===== config.mk =====
export PLATFORM = sky130hd
export DESIGN_NAME = calc_alu_sequencer
export DESIGN_NICKNAME = d
export VERILOG_FILES = /design/src/rtl/calc_pkg.sv /design/src/rtl/calc_seq_dp.sv /design/src/rtl/calc_alu_sequencer.sv
export SDC_FILE = /design/constraint.sdc
export NUM_CORES = 1
export LEC_CHECK = 0
export BUFFER_PORTS_ARGS = -buffer_cell sky130_fd_sc_hd__buf_2
export CAP_MARGIN = 5
export CORE_ASPECT_RATIO = 1.75
export CORE_UTILIZATION = 54
export CTS_CLUSTER_DIAMETER = 100
export DETAILED_ROUTE_END_ITERATION = 10
export PLACE_DENSITY = 0.78
export SETUP_SLACK_MARGIN = 0.3
export SYNTH_ARGS = -nofsm -noshare
export SYNTH_HDL_FRONTEND = slang
export SYNTH_SLANG_ARGS = --single-unit

===== constraint.sdc =====
create_clock -name clk -period 4.16 [get_ports clk]
set_input_delay 0 -clock clk [delete_from_list [all_inputs] [get_ports clk]]
set_output_delay 0 -clock clk [all_outputs]
set_load 0.1 [all_outputs]

===== src/rtl/calc_pkg.sv =====
// Shared types and sizing helpers for the hex-calculator ALU sequencer.
package calc_pkg;

  typedef enum logic [1:0] {
    ADD = 2'd0,
    SUB = 2'd1,
    MUL = 2'd2,
    DIV = 2'd3
  } calc_op_e;

  typedef enum logic [1:0] {
    IDLE = 2'd0,
    EXEC = 2'd1,
    DONE = 2'd2
  } seq_state_e;

  localparam int unsigned CALC_WIDTH = 32;

  // Iteration counter width for the default operand width (counts WIDTH..0).
  localparam int unsigned CNT_W = $clog2(CALC_WIDTH + 1);

  // Same sizing rule for an arbitrary operand width.
  function automatic int unsigned calc_cnt_w(input int unsigned width);
    return $clog2(width + 1);
  endfunction

endpackage


===== src/rtl/calc_seq_dp.sv =====
// Datapath for the ALU sequencer: operand/op registers, the shared
// (WIDTH+1)-bit adder/subtractor and the 2*WIDTH accumulator that serves as
// product register for MUL and remainder:quotient register for DIV.
// Divide stepping is only built when CALC_DIV_EN is defined.
module calc_seq_dp
  import calc_pkg::*;
#(
  parameter int unsigned WIDTH = 32
) (
  input  logic             clk,
  input  logic             reset,
  input  logic             load,
  input  logic             step,
  input  logic [1:0]       op_in,
  input  logic [WIDTH-1:0] a_in,
  input  logic [WIDTH-1:0] b_in,
  output logic [WIDTH-1:0] result_c,
  output logic             ovf_c
);

  localparam int unsigned AW = WIDTH + 1;

  calc_op_e             op_q, op_d;
  logic [WIDTH-1:0]     b_q, b_d;
  logic [2*WIDTH-1:0]   acc_q, acc_d;
  logic                 flag_q, flag_d;

  logic [WIDTH-1:0]     acc_hi;
  logic [WIDTH-1:0]     acc_lo;
  logic [AW-1:0]        add_x;
  logic [AW-1:0]        add_y;
  logic [AW-1:0]        add_s;
  logic                 add_sub;

  assign acc_hi = acc_q[2*WIDTH-1:WIDTH];
  assign acc_lo = acc_q[WIDTH-1:0];

  // Operand steering for the single shared adder.
  always_comb begin
    add_x   = {1'b0, acc_lo};
    add_y   = {1'b0, b_q};
    add_sub = 1'b0;
    case (op_q)
      SUB: add_sub = 1'b1;
      MUL: add_x   = {1'b0, acc_hi};
`ifdef CALC_DIV_EN
      DIV: begin
        // Trial subtract of b from the remainder shifted left by one quotient bit.
        add_x   = {acc_hi, acc_lo[WIDTH-1]};
        add_sub = 1'b1;
      end
`endif
      default: ;
    endcase
  end

  // Shared adder; bit WIDTH is the carry (add) or the borrow (subtract).
  assign add_s = add_x + (add_sub ? ~add_y : add_y) + AW'(add_sub);

  // Load operands on acceptance, advance one iteration per step.
  always_comb begin
    op_d   = op_q;
    b_d    = b_q;
    acc_d  = acc_q;
    flag_d = flag_q;
    if (load) begin
      op_d   = calc_op_e'(op_in);
      b_d    = b_in;
      acc_d  = {{WIDTH{1'b0}}, a_in};
      flag_d = 1'b0;
    end else if (step) begin
      case (op_q)
        ADD, SUB: begin
          acc_d  = {acc_hi, add_s[WIDTH-1:0]};
          flag_d = add_s[WIDTH];
        end
        MUL: begin
          // LSB-first shift-add: add b into the high half when the multiplier bit is set.
          if (acc_lo[0]) begin
            acc_d = {add_s, acc_lo[WIDTH-1:1]};
          end else begin
            acc_d = {1'b0, acc_hi, acc_lo[WIDTH-1:1]};
          end
        end
`ifdef CALC_DIV_EN
        DIV: begin
          // Restoring step: keep the difference and set the quotient bit unless it borrowed.
          if (add_s[WIDTH]) begin
            acc_d = {acc_q[2*WIDTH-2:0], 1'b0};
          end else begin
            acc_d = {add_s[WIDTH-1:0], acc_lo[WIDTH-2:0], 1'b1};
          end
        end
`endif
        default: ;
      endcase
    end
  end

  // Datapath registers.
  always_ff @(posedge clk or posedge reset) begin
    if (reset) begin
      op_q   <= ADD;
      b_q    <= '0;
      acc_q  <= '0;
      flag_q <= 1'b0;
    end else begin
      op_q   <= op_d;
      b_q    <= b_d;
      acc_q  <= acc_d;
      flag_q <= flag_d;
    end
  end

  // Final result and overflow decode for the completed operation.
  always_comb begin
    ovf_c = 1'b0;
    case (op_q)
      ADD, SUB: ovf_c = flag_q;
      MUL:      ovf_c = |acc_hi;
      default:  ;
    endcase
  end

  assign result_c = acc_lo;

endmodule


===== src/rtl/calc_alu_sequencer.sv =====
// Multi-cycle ALU sequencer for the hex calculator: accepts an operation on a
// valid/ready request, runs it over the shared adder in calc_seq_dp and holds
// the result on a valid/ready response.
// Optional feature macro: CALC_DIV_EN (restoring divide; without it DIV
// returns result 0 with err set).
module calc_alu_sequencer
  import calc_pkg::*;
#(
  parameter int unsigned WIDTH = 32
) (
  input  logic             clk,
  input  logic             reset,
  input  logic             clear,
  input  logic             req_valid,
  output logic             req_ready,
  input  logic [1:0]       req_op,
  input  logic [WIDTH-1:0] req_a,
  input  logic [WIDTH-1:0] req_b,
  output logic             rsp_valid,
  input  logic             rsp_ready,
  output logic [WIDTH-1:0] rsp_result,
  output logic             rsp_ovf,
  output logic             rsp_err,
  output logic             busy
);

  localparam int unsigned CW = calc_cnt_w(WIDTH);

  seq_state_e       state_q, state_d;
  logic [CW-1:0]    cnt_q, cnt_d;
  logic             err_pend_q, err_pend_d;
  logic [WIDTH-1:0] res_q, res_d;
  logic             ovf_q, ovf_d;
  logic             err_q, err_d;

  logic             accept;
  logic             finish;
  logic             rsp_hs;
  logic             req_is_err;
  logic             req_is_long;
  logic             dp_load;
  logic             dp_step;
  logic [WIDTH-1:0] dp_result;
  logic             dp_ovf;

  // Requests that complete without touching the adder.
`ifdef CALC_DIV_EN
  assign req_is_err = (calc_op_e'(req_op) == DIV) && (req_b == '0);
`else
  assign req_is_err = (calc_op_e'(req_op) == DIV);
`endif

  assign req_is_long = (calc_op_e'(req_op) == MUL) || (calc_op_e'(req_op) == DIV);

  assign accept = (state_q == IDLE) && req_valid && !clear;
  assign finish = (state_q == EXEC) && (cnt_q == '0) && !clear;
  assign rsp_hs = (state_q == DONE) && rsp_ready;

  // State register.
  always_ff @(posedge clk or posedge reset) begin
    if (reset) begin
      state_q <= IDLE;
    end else begin
      state_q <= state_d;
    end
  end

  // Next-state logic; clear overrides everything.
  always_comb begin
    state_d = state_q;
    if (clear) begin
      state_d = IDLE;
    end else begin
      case (state_q)
        IDLE:    if (req_valid)      state_d = EXEC;
        EXEC:    if (cnt_q == '0)    state_d = DONE;
        DONE:    if (rsp_ready)      state_d = IDLE;
        default:                     state_d = IDLE;
      endcase
    end
  end

  // Sequencing controls and response register updates.
  // Error requests enter EXEC with a zero count so they report one edge later
  // without running any adder iterations.
  always_comb begin
    cnt_d      = cnt_q;
    err_pend_d = err_pend_q;
    res_d      = res_q;
    ovf_d      = ovf_q;
    err_d      = err_q;
    dp_load    = 1'b0;
    dp_step    = 1'b0;

    if (accept) begin
      dp_load    = 1'b1;
      err_pend_d = req_is_err;
      if (req_is_err) begin
        cnt_d = '0;
      end else if (req_is_long) begin
        cnt_d = CW'(WIDTH);
      end else begin
        cnt_d = CW'(1);
      end
    end

    if ((state_q == EXEC) && (cnt_q != '0)) begin
      dp_step = 1'b1;
      cnt_d   = cnt_q - CW'(1);
    end

    if (finish) begin
      if (err_pend_q) begin
`ifdef CALC_DIV_EN
        res_d = '1;
`else
        res_d = '0;
`endif
        ovf_d = 1'b0;
        err_d = 1'b1;
      end else begin
        res_d = dp_result;
        ovf_d = dp_ovf;
        err_d = 1'b0;
      end
    end

    // Flags only live while the response is held; the result value persists.
    if (rsp_hs || clear) begin
      ovf_d = 1'b0;
      err_d = 1'b0;
    end
  end

  // Counter and response registers.
  always_ff @(posedge clk or posedge reset) begin
    if (reset) begin
      cnt_q      <= '0;
      err_pend_q <= 1'b0;
      res_q      <= '0;
      ovf_q      <= 1'b0;
      err_q      <= 1'b0;
    end else begin
      cnt_q      <= cnt_d;
      err_pend_q <= err_pend_d;
      res_q      <= res_d;
      ovf_q      <= ovf_d;
      err_q      <= err_d;
    end
  end

  calc_seq_dp #(
    .WIDTH (WIDTH)
  ) u_dp (
    .clk      (clk),
    .reset    (reset),
    .load     (dp_load),
    .step     (dp_step),
    .op_in    (req_op),
    .a_in     (req_a),
    .b_in     (req_b),
    .result_c (dp_result),
    .ovf_c    (dp_ovf)
  );

  assign req_ready  = (state_q == IDLE);
  assign busy       = (state_q == EXEC) || (state_q == DONE);
  assign rsp_valid  = (state_q == DONE);
  assign rsp_result = res_q;
  assign rsp_ovf    = ovf_q;
  assign rsp_err    = err_q;

endmodule


# [Word level (Yosys, flattened, before mapping)]
# Index checks and enable logic that the tools add are counted.
[op_classes] add_sub_neg=3 mul=0 div_mod_pow=0 n_lt_le_gt_ge=0 eq_ne=10 shifts=0 mux=29 n_bitwise=1 reduce_logical=26
[ops] cell="2-to-1 mux 64 bit" count=3
[ops] cell="case mux 64 bit (2 select lines)" count=1
[ops] cell="2-to-1 mux 32 bit" count=2
[ops] cell="adder 32 x 33 -> 33 bit" count=1
[ops] cell="adder 33 x 1 -> 33 bit" count=1
[ops] cell="2-to-1 mux 33 bit" count=1
[ops] cell="NOT 32 -> 33 bit" count=1
[ops] cell="OR reduction 32 bit" count=1
[ops] cell="2-to-1 mux 6 bit" count=4
[ops] cell="2-to-1 mux 1 bit" count=12
[ops] cell="nonzero test 2 bit" count=5
[ops] cell="equality test 2 bit, second input constant" count=4
[ops] cell="2-to-1 mux 2 bit" count=4
[ops] cell="logical AND 1 bit" count=6
[ops] cell="zero test 6 bit" count=1
[ops] cell="!= test 3 bit, second input constant" count=2
[ops] cell="case mux 2 bit (3 select lines)" count=1
[ops] cell="AND reduction 3 bit" count=2
[ops] cell="nonzero test 6 bit" count=1
[ops] cell="subtractor 6 x 1 -> 6 bit, second input constant" count=1
[ops] cell="equality test 2 x 1 -> 1 bit, second input constant" count=2
[ops] cell="zero test 2 bit" count=2
[ops] cell="AND reduction 2 bit" count=2
[ops] cell="logical OR 1 bit" count=3
[ops] cell="other kinds (6)" count=6
[word_totals] reg_bits=142 latchBits=0 mem_bits_rw=0 mem_bits_ro=0 inputBits=71 output_inout_bits=37 wordCells=80 memories=0

# [Longest topological paths before layout]
# Gate-level depths: netlist of run 1.
[logic_depth] word_depth=9 depth_mapped=17 ltp_nobuf=13

# [Hierarchy]
# From an unflattened synthesis of run 1, not the netlist that was laid out.
[hier_totals] cells_unflattened=1036 area_unflattened_um2=9331.4
[by_module_without_submodules] module="calc_seq_dp" n_inst=1 cells_each=863 area_per_inst_um2=7235.7 seq_area_each_um2=2477.4
[by_module_without_submodules] module="calc_alu_sequencer" n_inst=1 cells_each=173 area_per_inst_um2=2095.8 seq_area_each_um2=1076.0

# [Least setup slack after synthesis of run 1]
# No wires, ideal clock.
[synth_timing] path_type="flip-flop to flip-flop" from="register u_dp.op_q[0]" to="register u_dp.acc_q[62]" setup_ns=0.111 arrival_time_ns=3.763 required_ns=4.049 path_slack_ns=0.285 path_stages_with_launch=18 path_buffers=5 period_less_slack_ns=3.875 cell_sequence="dfrtp_1 buf_4 nand2b_1 clkbuf_1 clkbuf_1 clkbuf_1 nand2_1 nand2_1 ha_1 buf_2 a21o_1 o21bai_1 a311oi_1 o211a_4 o211ai_4 a311oi_2 xor2_1 a2111oi_2"
[synth_via] elab_chain_cells=9 elab_cells_between_ends=16 classes_between="add/sub (2); eq/ne (3); mux (7); reduce/logical (4)"
[synth_rtl] item="from (decl)" line="calc_seq_dp.sv:23" text="calc_op_e op_q, op_d;"
[synth_rtl] item="from (signal assigned)" line="calc_seq_dp.sv:108" text="op_q <= op_d;"
[synth_rtl] item="equality test 2 x 1 -> 1 bit" line="calc_seq_dp.sv:43, calc_seq_dp.sv:72"
[synth_rtl] item="2-to-1 mux 1 bit" line="calc_seq_dp.sv:43" text="case (op_q)"
[synth_rtl] item="2-to-1 mux 33 bit" line="calc_seq_dp.sv:58" text="assign add_s = add_x + (add_sub ? ~add_y : add_y) + AW'(add_sub);"
[synth_rtl] item="adder 32 x 33 -> 33 bit" line="calc_seq_dp.sv:58"
[synth_rtl] item="adder 33 x 1 -> 33 bit" line="calc_seq_dp.sv:58"
[synth_rtl] item="2-to-1 mux 64 bit" line="calc_seq_dp.sv:79" text="if (acc_lo[0]) begin"
[synth_rtl] item="case mux 64 bit (2 select lines)" line="calc_seq_dp.sv:72" text="case (op_q)"
[synth_rtl] item="2-to-1 mux 64 bit" line="calc_seq_dp.sv:71" text="end else if (step) begin"
[synth_rtl] item="2-to-1 mux 64 bit" line="calc_seq_dp.sv:66" text="if (load) begin"
[synth_rtl] item="to (signal assigned)" line="calc_seq_dp.sv:105" text="acc_q <= '0;"
[synth_rtl] item="to (signal assigned)" line="calc_seq_dp.sv:110" text="acc_q <= acc_d;"
[synth_rtl] item="to (decl)" line="calc_seq_dp.sv:25" text="logic [2*WIDTH-1:0] acc_q, acc_d;"
# Parallel ways exist; a longest one is shown, timed or not. The select of a mux whose other input is x is not followed.
# A chain may end at the register's enable or synchronous reset.

# [Worst setup path in the final report of run 1]
[layout_timing] from="register u_dp.op_q[1]" to="register u_dp.acc_q[51]"
# The elaborated chain is that of the path after synthesis.

==> results of run 1 <==
## registers in the layout, summed over array words and instances, names as in the netlist
name / count
rsp_err: 1
u_dp.acc_q: 64
rsp_result: 32
u_dp.op_q: 2
state_q: 2
rsp_ovf: 1
u_dp.flag_q: 1
u_dp.b_q: 32
err_pend_q: 1
cnt_q: 6
## per-stage QoR
step	setup WS, ns	cells
floorplan	0.334	1133
global placement	0.387	1410
detailed placement	0.330	1410
CTS	0.318	1514
global route	0.269	1521
finish	0.475	1521
## final cells by class
class / instances / area (um2)
multi-input cells: 902 / 5280
fillers: 1375 / 5190
flip-flops and latches: 142 / 3560
repair buffers: 202 / 1430
clock buffers: 18 / 429
well taps: 224 / 280
clock inverters: 14 / 205
inverters: 19 / 76.3
## Yosys cell counts (8+ instances only)
master,count,area [um2]
nand2_1,312,1170
dfrtp_1,142,3550
o21ai_0,88,440
a21oi_1,85,425
clkbuf_1,55,206
nor2_1,52,195
xnor2_1,42,368
ha_1,37,463
nand2b_1,36,225
a21o_1,23,173
nor3_1,19,95.1
a211oi_1,18,135
inv_1,18,67.6
xor2_1,17,149
mux2i_1,14,140
nor4_1,14,87.6
a31oi_1,12,75.1
buf_1,12,45.0
or3_1,11,68.8
nand3_1,9,45.0
o211ai_1,8,60.1
## path summary, 6_finish.rpt
path | start | endpoint | slack, ns | depth (start not counted)
setup / recovery | u_dp.op_q[1] | u_dp.acc_q[51] | 0.47 | 13
hold / removal | req_a[30] | u_dp.acc_q[30] | 0.1 | 3
setup reg to reg | u_dp.op_q[1] | u_dp.acc_q[51] | 0.47 | 13
hold reg to reg | rsp_result[4] | rsp_result[4] | 0.47 | 2
max in group asynchronous | reset | u_dp.b_q[22] | 2.88 | 4
min in group asynchronous | reset | rsp_result[4] | 0.30 | 3
## kinds of logic (layout without fill, tap and decap cells)
kind of cell	count (synthesis)	count (layout)	share of synthesized area
mux	15	15	0.0166
flops	142	142	0.389
fa+ha+maj	38	38	0.0528
xor+xnor	59	59	0.0565
compound gates	299	299	0.210
buf+inv	91	253	0.0397
simple gates	489	491	0.235
## worst max-delay path, delay by kind of cell (launching register included)
kind / cells / cell delay [ns]
xor gates and xnor gates: 1 / 0.30
AOI/OAI and AO/OA: 6 / 1.63
adders and majority gates: 1 / 0.41
muxes: 1 / 0.12
buffers and inverters: 1 / 0.17
DFF: 1 / 0.50
and+or+nand+nor: 3 / 0.46
## repair_timing
item                       CTS  global route
hold buffers                71             0
resized for setup            2             6
gates cloned                 1             1
hold endpoints to repair   182             0
setup endpoints to repair    4            16
buffers inserted             0             6
pin swaps                    0             1
## metal layers
layer	part of all wire	wire, um	vias to the layer above	track usage
met4	0.052	1340	0	0.178
li1	-	-	4253	-
met3	0.062	1610	110	0.0515
met1	0.41	10600	4093	0.392
met5	0	0	-	0
met2	0.48	12400	451	0.497
==> run_results.csv, run 1 <==
group,metric,value,unit
routing,first_iter_violations,826,
routing,vias,8907,
finish,post-route-util,0.684,
finish,fin_nets,1393,
routing,firstDrtPassIters,6,
synthesis,syn_nets,1242,
routing,drt_wl_total,26.0,mm
routing,drc_errors,0,
timing,max_clock_freq,271,MHz
synthesis,synth_edf_count,0,
global_route,first_global_vias,8512,
cts,cts.clk_slew.worst_paths,0.07,ns
finish,syn_to_final_growth,23.2,%
floorplanning,die_h,174,um
timing,rsz0062_at_grt,"true",
worst_setup_path,critPathSlowestCell,"dfrtp_2",
floorplanning,initial_core_util,0.556,
cts,cts-root-buf,"clkbuf_16",
worst_setup_path,cp.arrival,4.04,ns
global_route,antenna_found_initial,0,
synthesis,yosysWarnings,0,
cts,numClockSinks,142,
timing,holdWs,0.0964,ns
synthesis,synth_area_per_cell,8.07,um2
run_status,status,"complete, no violations",
worst_setup_path,crit_chain,"nor2b_4 -> buf_4 -> o21ai_4 -> nor2_1 -> fa_1 -> nor2b_1 -> o2111ai_1 -> a31oi_2 -> o21ai_1 -> o41ai_2 -> xor2_1 -> mux2i_1 -> a211oi_1",
cts,tritoncts,"built",
worst_setup_path,cp-end-kind,"register",
cts,htree_num_levels,4,
floorplanning,core-area,16400,um2
synthesis,yosysSeqAreaShare,0.389,
placed_design,port_buffers,107,
worst_setup_path,cp-start-kind,"register",
global_route,grt_pass1_wl,42.4,mm
timing,slew_viol_final,0,
worst_setup_path,cp_max_fo,12,
cts,cts.path.max_buffers,2,
floorplanning,die_w,100,um
routing,wl_per_cell,17.1,um
cts,clk_latency,0.44,ns
synthesis,syn_inst,1133,
timing,hold_viol,0,
routing,avgViaCountPerCell,5.86,
finish,final_cell_mix,"312 x nand2_1, 140 x dfrtp_1, 107 x buf_2, 88 x o21ai_0, 84 x a21oi_1",
floorplanning,fp-row-count,62,
synthesis,synth_ff_type,"dfrtp_1",
timing,relSlewSlack,0.246,
floorplanning,dieArea,17500,um2
global_route,grt_usage,0.310,
global_route,grt_max_degree,112,
synthesis,syn_area,9140,um2
timing,fin_crit_sh,0.886,
finish,drive_gt1_frac,0.149,
min_path,hold_class,"primary input to register",
cts,cts_inserted_buffers,17,
global_route,grt-ovfl-total,0,
job,maxCapViolCount,0,
synthesis,synth-async-reset-ratio,1.00,
synthesis,synth_cell_types,72,
timing,skew,0.0106,ns
timing,period_needed,3.69,ns
finish,final_common_cell,"nand2_1",
placed_design,routabilityCongestion,0.944,
worst_setup_path,worstPathRequired,4.51,ns
timing,setup_viol,0,
synthesis,yosys_register_bits,142,
finish,diodes,0,
timing,tightest_slew,1.13,ns
routing,detail-route-antenna-nets,0,
finish,stdcell_area,11300,um2
worst_setup_path,slowest_delay,0.50,ns
placed_design,dp_hpwl,18.0,mm
timing,setup_tns,0,ns
placed_design,place_area,9820,um2
worst_setup_path,setup.worst_path.class,"register to register",
floorplanning,num_io_pins,108,
Power of run 1 is left out: the tool's default activity adds up to more than one toggle a clock period on the data nets, which glitch-free logic cannot reach.
==> run 2: changes to the inputs <==
--- a/config.mk
+++ b/config.mk
@@ -7,11 +7,13 @@
 export LEC_CHECK = 0
 export BUFFER_PORTS_ARGS = -buffer_cell sky130_fd_sc_hd__buf_2
 export CAP_MARGIN = 5
+export CELL_PAD_IN_SITES_DETAIL_PLACEMENT = 1
+export CELL_PAD_IN_SITES_GLOBAL_PLACEMENT = 1
 export CORE_ASPECT_RATIO = 1.75
-export CORE_UTILIZATION = 54
+export CORE_UTILIZATION = 40
 export CTS_CLUSTER_DIAMETER = 100
 export DETAILED_ROUTE_END_ITERATION = 10
-export PLACE_DENSITY = 0.78
+export PLACE_DENSITY = 0.77
 export SETUP_SLACK_MARGIN = 0.3
 export SYNTH_ARGS = -nofsm -noshare
 export SYNTH_HDL_FRONTEND = slang
==> run 2 against run 1 <==
Global-route usage fell by 3.2 points. Clock skew fell by 0.0016 ns. Routed wire length rose by 20%. Clock-buffer cell count rose by 3. Worst hold slack got worse by 0.080 ns. Utilization fell by 17 points. First-iteration DRC count fell by 41%. Worst setup slack improved by 0.018 ns. Highest routed layer unchanged.
==> run_results.csv, run 2 (same netlist as run 1, synthesis figures left out) <==
group,metric,value,unit
placed_design,place_area,9940,um2
finish,final_cell_mix,"312 x nand2_1, 140 x dfrtp_1, 107 x buf_2, 87 x o21ai_0, 85 x a21oi_1",
cts,cts-root-buf,"clkbuf_16",
floorplanning,dieArea,23500,um2
routing,vias,8983,
routing,first_iter_violations,485,
worst_setup_path,slowest_delay,0.50,ns
global_route,first_global_vias,9523,
min_path,min_from,"req_a[30]",
worst_setup_path,r2r_setup_slack,0.49,ns
finish,n_fill_cell,2722,
worst_setup_path,reg2reg_from,"u_dp.op_q[0]",
cts,htree_num_levels,4,
floorplanning,die_h,202,um
timing,skew,0.00899,ns
min_path,min_path_cells,3,
worst_setup_path,critPathSlowestCell,"dfrtp_2",
placed_design,port_buffers,107,
floorplanning,die_w,116,um
finish,diodes,0,
worst_setup_path,cp_max_fo,23,
finish,stdcell_area,11500,um2
timing,slew_viol_final,0,
timing,rsz0062_at_grt,"true",
global_route,antenna_found_initial,0,
cts,cts.path.max_buffers,2,
global_route,grt_usage,0.279,
cts,clk_latency,0.44,ns
floorplanning,num_io_pins,108,
cts,numClockSinks,142,
run_status,status,"complete, no violations",
worst_setup_path,worstPathRequired,4.48,ns
worst_setup_path,cp-end-kind,"register",
cts,tritoncts,"built",
finish,final_common_cell,"nand2_1",
routing,drc_errors,0,
timing,hold_viol,0,
routing,avgViaCountPerCell,5.60,
min_path,hold_class,"primary input to register",
job,maxCapViolCount,0,
timing,fin_crit_sh,0.882,
routing,drt_wl_total,31.1,mm
routing,detail-route-antenna-nets,0,
timing,tightest_slew,1.00,ns
floorplanning,initial_core_util,0.411,
worst_setup_path,rr_worst_depth,14,
finish,syn_to_final_growth,25.5,%
placed_design,routabilityCongestion,0.964,
worst_setup_path,cp.arrival,3.99,ns
placed_design,dp_hpwl,21.6,mm
worst_setup_path,cp-start-kind,"register",
worst_setup_path,crit_chain,"nor2b_4 -> buf_12 -> nand2_1 -> nand2_1 -> inv_1 -> fa_1 -> nor2b_1 -> o2111ai_1 -> a31oi_2 -> o2111ai_1 -> nand2_1 -> a221oi_4 -> xor2_1 -> a2111oi_1",
floorplanning,fp-row-count,72,
finish,regMostFlops,"u_dp.acc_q",
cts,cts.clk_slew.worst_paths,0.06,ns
timing,setup_viol,0,
routing,firstDrtPassIters,4,
cts,cts_inserted_buffers,17,
global_route,grt_pass1_wl,50.3,mm
timing,relSlewSlack,0.331,
finish,largest_register_ffs,64,
timing,max_clock_freq,273,MHz
floorplanning,core-area,22300,um2
routing,wl_per_cell,19.4,um
finish,drive_gt1_frac,0.156,
global_route,grt_max_degree,84,
worst_setup_path,r2r_end,"u_dp.acc_q[57]",
worst_setup_path,crit_top_cell,"nand2_1",
timing,period_needed,3.67,ns
finish,fin_nets,1405,
global_route,grt-ovfl-total,0,
worst_setup_path,setup.worst_path.class,"register to register",
min_path,min_to,"u_dp.acc_q[30]",
## run 2: changes by cell type in the layout (fill, tap and decap cells not counted), moves of 2 or more
cell / previous run / this run
buf_4: 24 / 36
clkbuf_8: 0 / 2
clkinv_2: 1 / 3
clkinv_4: 4 / 0
clkinvlp_4: 1 / 3
inv_6: 4 / 1
## run 2: through the flow
stage,setup TNS [ns],setup WS (ns),instances,utilization,hold WS (ns)
after floorplan,0,0.334,1133,-,0.0664
after global placement,0,0.0332,1485,0.447,0.187
after detailed placement,-0.0896,-0.0896,1485,0.447,0.188
after CTS,0,0.257,1588,0.509,0.0104
after global routing,0,0.250,1605,0.516,0.0358
final,0,0.493,1605,0.516,0.0166
## run 2: critical path: cells and delay by family (launching register included)
kind                       cells  cell delay, ns
AOI/OAI and AO/OA              5            1.29
xor gates and xnor gates       1            0.20
adders and majority gates      1            0.46
buffers and inverters          2            0.26
DFF                            1            0.50
and+or+nand+nor                5            0.81
## run 2: worst max-delay path by stage
stage / depth (start not counted) / slack [ns] / startpoint / end
floorplan: 16 / 0.33 / u_dp.op_q[0] / u_dp.acc_q[62]
global placement: 12 / 0.03 / u_dp.op_q[0] / u_dp.acc_q[57]
detailed placement: 12 / -0.09 / u_dp.op_q[0] / u_dp.acc_q[57]
CTS: 13 / 0.26 / u_dp.op_q[0] / u_dp.acc_q[62]
global route: 14 / 0.25 / u_dp.op_q[0] / u_dp.acc_q[57]
finish: 14 / 0.49 / u_dp.op_q[0] / u_dp.acc_q[57]
## run 2: repair_timing
action / in CTS / in global routing
endpoints found under the hold margin: 153 / 0
setup endpoints to repair: 17 / 22
resized for setup: 5 / 5
gates cloned: 0 / 1
hold buffers: 71 / 0
pin swaps: 0 / 1
setup buffers: 0 / 16
## run 2: final cells by class
class | count | area (um2) | share of cell area
clock buffer | 21 | 460 | 0.0401
multi-input combinational | 901 | 5290 | 0.461
sequential | 142 | 3560 | 0.310
tap | 296 | 370 | 0.0323
inverter | 19 | 76.3 | 0.00665
clock inverter | 11 | 188 | 0.0164
timing repair buffer | 215 | 1540 | 0.134
## run 2: layer usage
layer / GRT usage / part of all wire / routed length (um)
met1: 0.331 / 0.40 / 12600
met2: 0.478 / 0.51 / 16000
met3: 0.0450 / 0.037 / 1150
met4: 0.136 / 0.046 / 1420
met5: 0 / 0 / 0
Power of run 2 is left out for the same reason.
